## config.mk

```make
export PLATFORM = sky130hd
export DESIGN_NAME = nibble_serializer
export DESIGN_NICKNAME = d
export VERILOG_FILES = /design/src/rtl/nibble_serializer.sv
export SDC_FILE = /design/constraint.sdc
export NUM_CORES = 1
export LEC_CHECK = 0
export BUFFER_PORTS_ARGS = -buffer_cell sky130_fd_sc_hd__buf_2
export CAP_MARGIN = 20
export CORE_MARGIN = 8
export CORE_UTILIZATION = 28
export CTS_BUF_LIST = sky130_fd_sc_hd__clkbuf_8
export CTS_CLUSTER_DIAMETER = 30
export CTS_CLUSTER_SIZE = 14
export DETAILED_ROUTE_END_ITERATION = 8
export GPL_TIMING_DRIVEN = 0
export PLACE_DENSITY = 0.5
export SLEW_MARGIN = 20
export SYNTH_ARGS = -nofsm -noshare
export SYNTH_HDL_FRONTEND = slang
export SYNTH_SLANG_ARGS = --single-unit
```

## constraint.sdc

```tcl
create_clock -name clock -period 4.1 [get_ports clock]
set_input_delay 0.41 -clock clock [delete_from_list [all_inputs] [get_ports clock]]
set_output_delay 0.41 -clock clock [all_outputs]
set_load 0.05 [all_outputs]
```

## src/rtl/nibble_serializer.sv

```systemverilog
// Parallel-in, serial-out frame transmitter: start bit, LSB-first data bits,
// optional even parity, stop bit, each held CLKS_PER_BIT clock cycles.
module nibble_serializer #(
    parameter int DATA_WIDTH   = 4,
    parameter int CLKS_PER_BIT = 4,
    parameter int PARITY_EN    = 1
) (
    input  logic                  clock,
    input  logic                  reset,
    input  logic [DATA_WIDTH-1:0] data_input,
    input  logic                  data_valid,
    output logic                  data_ready,
    output logic                  serial_out,
    output logic                  busy,
    output logic                  done
);

    localparam int CNT_W = (CLKS_PER_BIT > 1) ? $clog2(CLKS_PER_BIT) : 1;
    localparam int IDX_W = $clog2(DATA_WIDTH + 1);

    typedef enum logic [2:0] {
        IDLE,
        START,
        DATA,
        PARITY,
        STOP
    } state_t;

    state_t                state;
    state_t                state_next;
    logic [CNT_W-1:0]      clk_cnt;
    logic [IDX_W-1:0]      bit_idx;
    logic [DATA_WIDTH-1:0] shreg;
    logic [DATA_WIDTH-1:0] shifted;
    logic                  parity_bit;
    logic                  line_next;
    logic                  done_next;
    logic                  accept;
    logic                  bit_end;
    logic                  last_bit;

    assign data_ready = (state == IDLE) && reset;
    assign accept     = data_ready && data_valid;
    assign busy       = (state != IDLE);
    assign bit_end    = (clk_cnt == CNT_W'(CLKS_PER_BIT - 1));
    assign last_bit   = (bit_idx == IDX_W'(DATA_WIDTH - 1));
    assign shifted    = shreg >> 1;

    always_ff @(posedge clock or negedge reset) begin
        if (!reset) begin
            state <= IDLE;
        end else begin
            state <= state_next;
        end
    end

    // Line level is computed one cycle ahead so serial_out is a clean register.
    always_comb begin
        state_next = state;
        line_next  = serial_out;
        done_next  = 1'b0;
        unique case (state)
            IDLE: begin
                line_next = 1'b1;
                if (accept) begin
                    state_next = START;
                    line_next  = 1'b0;
                end
            end
            START: begin
                if (bit_end) begin
                    state_next = DATA;
                    line_next  = shreg[0];
                end
            end
            DATA: begin
                if (bit_end) begin
                    if (!last_bit) begin
                        line_next = shifted[0];
                    end else if (PARITY_EN != 0) begin
                        state_next = PARITY;
                        line_next  = parity_bit;
                    end else begin
                        state_next = STOP;
                        line_next  = 1'b1;
                    end
                end
            end
            PARITY: begin
                if (bit_end) begin
                    state_next = STOP;
                    line_next  = 1'b1;
                end
            end
            STOP: begin
                if (bit_end) begin
                    state_next = IDLE;
                    line_next  = 1'b1;
                    done_next  = 1'b1;
                end
            end
            default: begin
                state_next = IDLE;
                line_next  = 1'b1;
            end
        endcase
    end

    always_ff @(posedge clock or negedge reset) begin
        if (!reset) begin
            serial_out <= 1'b1;
            done       <= 1'b0;
            clk_cnt    <= '0;
            bit_idx    <= '0;
            shreg      <= '0;
            parity_bit <= 1'b0;
        end else begin
            serial_out <= line_next;
            done       <= done_next;

            if (state == IDLE || bit_end) begin
                clk_cnt <= '0;
            end else begin
                clk_cnt <= clk_cnt + CNT_W'(1);
            end

            if (state != DATA) begin
                bit_idx <= '0;
            end else if (bit_end) begin
                bit_idx <= bit_idx + IDX_W'(1);
            end

            if (accept) begin
                shreg      <= data_input;
                parity_bit <= ^data_input;
            end else if (state == DATA && bit_end) begin
                shreg <= shifted;
            end
        end
    end

endmodule

```

### Yosys cells after proc, flatten, opt, wreduce, memory -nomap -nowiden

Index checks and enable logic that the tools add are counted.

* word-level logic and storage cells: 55
* flip-flop bits (word level): 15
* input port bits: 7
* output and inout port bits: 4

* equality and inequality tests: 14
* muxes and demuxes: 20
* reduce and logical (&&, ||, !) cells: 12
* $add $sub $neg: 2

Operators with widths (number)
* two-way mux 3 bit: 8
* one-hot mux 3 bit (5 select lines): 1
* inequality test 2 bit (second input constant): 6
* == test 3 x 2 -> 1 bit (second input constant): 3
* two-way mux 4 bit: 2
* two-way mux 1 bit: 7
* AND reduction 6 bit: 1
* one-hot mux 1 bit (4 select lines): 1
* nonzero test 2 bit: 2
* parity 4 bit: 1
* adder 3 x 1 -> 3 bit (second input constant): 1
* == test 3 x 1 -> 1 bit (second input constant): 1
* == test 3 bit (second input constant): 1
* logical AND 1 bit: 3
* logical NOT 3 bit: 1
* inequality test 3 x 2 -> 1 bit (second input constant): 1
* AND reduction 3 bit: 1
* nonzero test 3 bit: 1
* adder 2 x 1 -> 2 bit (second input constant): 1
* == test 2 bit (second input constant): 1
* two-way mux 2 bit: 1
* inequality test 2 x 1 -> 1 bit (second input constant): 1
* OR reduction 2 bit: 1
* logical OR 1 bit: 1

### Depth between registers and ports, before layout

* depth after elaboration: 5
* mapped depth: 5

### Worst setup path after synthesis

No wires, ideal clock.

* path kind: register to output
* from: register state[2]
* to: output data_ready
* data required time: 3.690 ns
* path buffers: 1
* stages on the path, launching flop included: 4
* arrival: 1.288 ns
* slack: 2.402 ns
* cells stage by stage: dfrtp_1 -> clkbuf_1 -> nor3_1 -> and2_1

* word-level cells in the longest chain between the ends: 2

Ends and longest elaborated chain
* start: declaration: line 29 `state_t state;`
* start signal: assignment: line 53 `state <= state_next;`
* logical NOT 3 bit: line 42 `assign data_ready = (state == IDLE) && reset;`
* logical AND 1 bit: line 42
* end: declaration: line 12 `output logic data_ready,`

No other way between the ends.

### Worst setup path in the final report

Same ends and word-level chain as after synthesis.

==> impl_table.tex <==
\begin{tabular}{lr}
\hline
Metric & Value \\
\hline
\multicolumn{2}{l}{\textbf{Routing}} \\
\quad Routed Antenna Nets & 0 \\
\quad Detailed Routing Iterations Pass 1 & 2 \\
\quad Vias & 551 \\
\quad WL per Instance & 12.8 um \\
\quad Wire length after detailed routing & 1490 um \\
\quad Number of vias per cell & 4.71 \\
\quad Initial detailed-routing violation count & 12 \\
\quad Number of remaining DRC errors & 0 \\
\multicolumn{2}{l}{\textbf{Yosys}} \\
\quad Synth async-reset ratio & 100\% \\
\quad Proportion of netlist area held by the largest area contributor & 44.7\% \\
\quad Distinct cells, synth & 33 \\
\quad Most used flip-flop cell after synthesis & sky130\_fd\_sc\_hd\_\_dfrtp\_1 \\
\quad Syn nets & 82 \\
\quad Yosys warnings & 0 \\
\quad Count of flip-flops with a built-in enable after synthesis & 0 \\
\quad Flops \& latches, synth & 15 \\
\quad Post-Synthesis Cell Area & 783 um2 \\
\quad Largest area contributor in the netlist & sky130\_fd\_sc\_hd\_\_dfrtp\_1 \\
\quad Share of synthesized area occupied by flip-flops and latches & 48.1\% \\
\quad Synthesized netlist cell count & 72 \\
\quad Average cell area after synthesis & 10.9 um2 \\
\quad Top area cells in the synthesized netlist & sky130\_fd\_sc\_hd\_\_dfrtp\_1 45\%, sky130\_fd\_sc\_hd\_\_xnor2\_1 5.6\%, sky130\_fd\_sc\_hd\_\_ha\_1 4.8\% \\
\multicolumn{2}{l}{\textbf{STA}} \\
\quad Unrepaired setup endpoints after global routing & false \\
\quad Total Negative Setup Slacks & 0 ns \\
\quad Upper clock frequency limit & 0.495 GHz \\
\quad Min Clock Period, post-route & roughly 2 ns \\
\quad Final Max Tran Viols & 0 \\
\quad Headroom to the max-slew limit & roughly three quarters \\
\quad Tightest Pin Transition & 0.393 ns \\
\quad Number of failing setup endpoints in the final timing report & 0 \\
\quad Setup Skew & 0.00213 ns \\
\quad Final period util & 49.2\% \\
\quad Final hold violation count & 0 \\
\multicolumn{2}{l}{\textbf{Global routing}} \\
\quad Total global routing overflow & 0 \\
\quad Number of global-route vias before repair & 569 \\
\quad Antenna violations before repair & 0 \\
\quad Maximum number of pins on one net before global-route repair & 19 \\
\quad Wire length of the first global-routing pass & $\sim$2600 um \\
\quad Tot GR Track Use & 7.40\% \\
\multicolumn{2}{l}{\textbf{Cells and area}} \\
\quad Share of cells above drive strength 1 & 24.4\% \\
\quad Diodes inserted & 0 \\
\quad Area occupied by registers & around 380 um2 \\
\quad Area occupied by multi-input gates & 383 um2 \\
\quad Total Nets Final & 97 \\
\quad Most frequent cells in the layout & 14 x sky130\_fd\_sc\_hd\_\_dfrtp\_1, 11 x sky130\_fd\_sc\_hd\_\_buf\_2, 7 x sky130\_fd\_sc\_hd\_\_nor2\_1 \\
\quad Design area & 918 um2 \\
\quad Fill cell count & 288 \\
\quad Layout area overhead & 17.3\% \\
\quad Most common library cell in the layout ignoring fill and taps & sky130\_fd\_sc\_hd\_\_dfrtp\_1 \\
\multicolumn{2}{l}{\textbf{Job}} \\
\quad Max Cap Viol & 0 \\
\multicolumn{2}{l}{\textbf{Die}} \\
\quad I/O pin count & 11 \\
\quad Placeable Area & between 2000 and 3000 um2 \\
\quad Die footprint & 4750 um2 \\
\quad Number of placement rows & 19 \\
\quad Initial standard-cell utilization of the core & 28.9\% \\
\quad Floorplan die width & 68.9 um \\
\quad Vertical die dimension & 68.9 um \\
\multicolumn{2}{l}{\textbf{Pwr}} \\
\quad Total power per unit cell area & around 700 nW/um2 \\
\quad Static power due to leakage & roughly 0.00041 uW \\
\quad Overall power & 645 uW \\
\quad Peak supply drop & roughly 0.34 mV \\
\multicolumn{2}{l}{\textbf{Placed design}} \\
\quad Placement-stage cell area & 872 um2 \\
\quad Input/output buffers & 10 \\
\quad DPL Wire Length & between 1000 and 1500 um \\
\quad Routability congestion estimate from global placement & 0.682 \\
\multicolumn{2}{l}{\textbf{Clock tree}} \\
\quad Total of hold buffers inserted after clock tree synthesis & 0 \\
\quad Clock tree buffer depth & 2 \\
\quad Number of post-CTS setup repair buffers & 0 \\
\quad Clock latency on the worst-skew pair & 0.25 ns \\
\quad Clock tree from TritonCTS & built \\
\quad CTS Buf Count & 3 \\
\quad Clock input transition at the sequential cells of the worst setup and hold paths & around 0.060 ns \\
\quad Count of H-tree levels built during CTS & 1 \\
\quad Library cell used as clock root buffer & sky130\_fd\_sc\_hd\_\_clkbuf\_8 \\
\quad Post-CTS resize count & 0 \\
\quad Clock net sink count & 15 \\
\multicolumn{2}{l}{\textbf{Outcome}} \\
\quad Outcome & complete, no violations \\
\multicolumn{2}{l}{\textbf{Setup path}} \\
\quad Endpoint kind of the worst setup timing path & output port \\
\quad CP Data Arrival Time & 1.61 ns \\
\quad Required time of the critical path & about 3.7 ns \\
\quad Critical path launch point type & register \\
\quad Crit path kind & register to output port \\
\quad Maximum net fanout on the critical path & 10 \\
\multicolumn{2}{l}{\textbf{Hold path}} \\
\quad Type of the worst min-delay path & primary input to async pin \\
\hline
\end{tabular}
-- cell families (layout without fill, tap and decap cells) --
kind of cell               Yosys count  count (layout)  share of synthesized area (%)
and+or+nand+nor                     25              25                           18.9
DFF                                 15              15                           48.1
AOI/OAI and AO/OA                   14              14                           12.6
xor gates and xnor gates             6               6                           6.71
buffers and inverters                5              19                           3.03
muxes                                4               4                           5.91
adders and majority gates            3               3                           4.79
-- cells in the mapped netlist, types with 2 or more instances --
cell type	count
sky130_fd_sc_hd__ha_1	3
sky130_fd_sc_hd__o21ai_0	2
sky130_fd_sc_hd__mux2i_1	2
sky130_fd_sc_hd__and2_1	3
sky130_fd_sc_hd__a221o_1	2
sky130_fd_sc_hd__inv_1	2
sky130_fd_sc_hd__dfrtp_1	14
sky130_fd_sc_hd__xnor2_1	5
sky130_fd_sc_hd__a21oi_1	4
sky130_fd_sc_hd__nor3b_1	2
sky130_fd_sc_hd__nand2_1	2
sky130_fd_sc_hd__nand2b_1	2
sky130_fd_sc_hd__a211oi_1	2
sky130_fd_sc_hd__nor3_1	2
sky130_fd_sc_hd__nor2_1	7
-- critical path: stages, from the launching register on --
cell and delay, ns:
sky130_fd_sc_hd__dfrtp_1 0.38, sky130_fd_sc_hd__clkbuf_1 0.21, sky130_fd_sc_hd__nor3_1 0.34, sky130_fd_sc_hd__and2_1 0.17, sky130_fd_sc_hd__buf_2 0.25
-- cell type report --
type / count / share of cell area, %
tap: 31 / 4.22
clock buffer: 3 / 4.50
inverter: 2 / 0.817
buffer: 3 / 1.77
sequential: 15 / 41.0
clock inverter: 1 / 0.545
multi-input combinational: 52 / 41.7
timing repair buffer: 10 / 5.45
-- state kept, by name, summed over array words and instances (netlist names) --
signal and cells:
serial_out 1, done 1, shreg 4, bit_idx 3, clk_cnt 2, state 3, parity_bit 1
-- power by group --
group	switching (uW)	internal (uW)	total [uW]
registers	34.0	205	239
clock network	52.5	67.3	120
logic	168	118	286
-- stage by stage --
step | cells | utilization, % | hold slack (ns) | setup slack, ns
6_report | 117 | 33.9 | 0.0753 | 2.08
5_1_grt | 117 | 33.9 | 0.103 | 1.97
4_1_cts | 117 | 33.9 | 0.0865 | 2.05
3_5_place_dp | 113 | 32.2 | 0.355 | 2.32
3_3_place_gp | 113 | 32.2 | 0.356 | 2.31
2_1_floorplan | 72 | - | 0.114 | 2.40
-- routing by layer --
layer / track usage (%) / vias to the layer above / wire length, um
li1: - / 283 / -
met1: 9.12 / 254 / 759
met2: 10.7 / 12 / 613
met3: 3.72 / 2 / 100
met4: 3.01 / 0 / 19
met5: 0 / - / 0
-- path summary, 6_finish.rpt --
check                                           from                      to  slack (ns)  cells after the start
worst max-delay path            state[2]$_DFFE_PN0P_              data_ready        2.08                      4
worst min-delay path                           reset          done$_DFF_PN0_        0.08                      1
worst max register to register  clk_cnt[0]$_DFF_PN0_    shreg[1]$_DFFE_PN0P_        2.59                      4
worst min register to register  clk_cnt[0]$_DFF_PN0_    clk_cnt[0]$_DFF_PN0_        0.44                      1
max in group asynchronous                      reset  serial_out$_DFFE_PN1P_        3.71                      1
min in group clock                     data_input[1]    shreg[1]$_DFFE_PN0P_        0.42                      2
(Power assumes the default switching activity.)
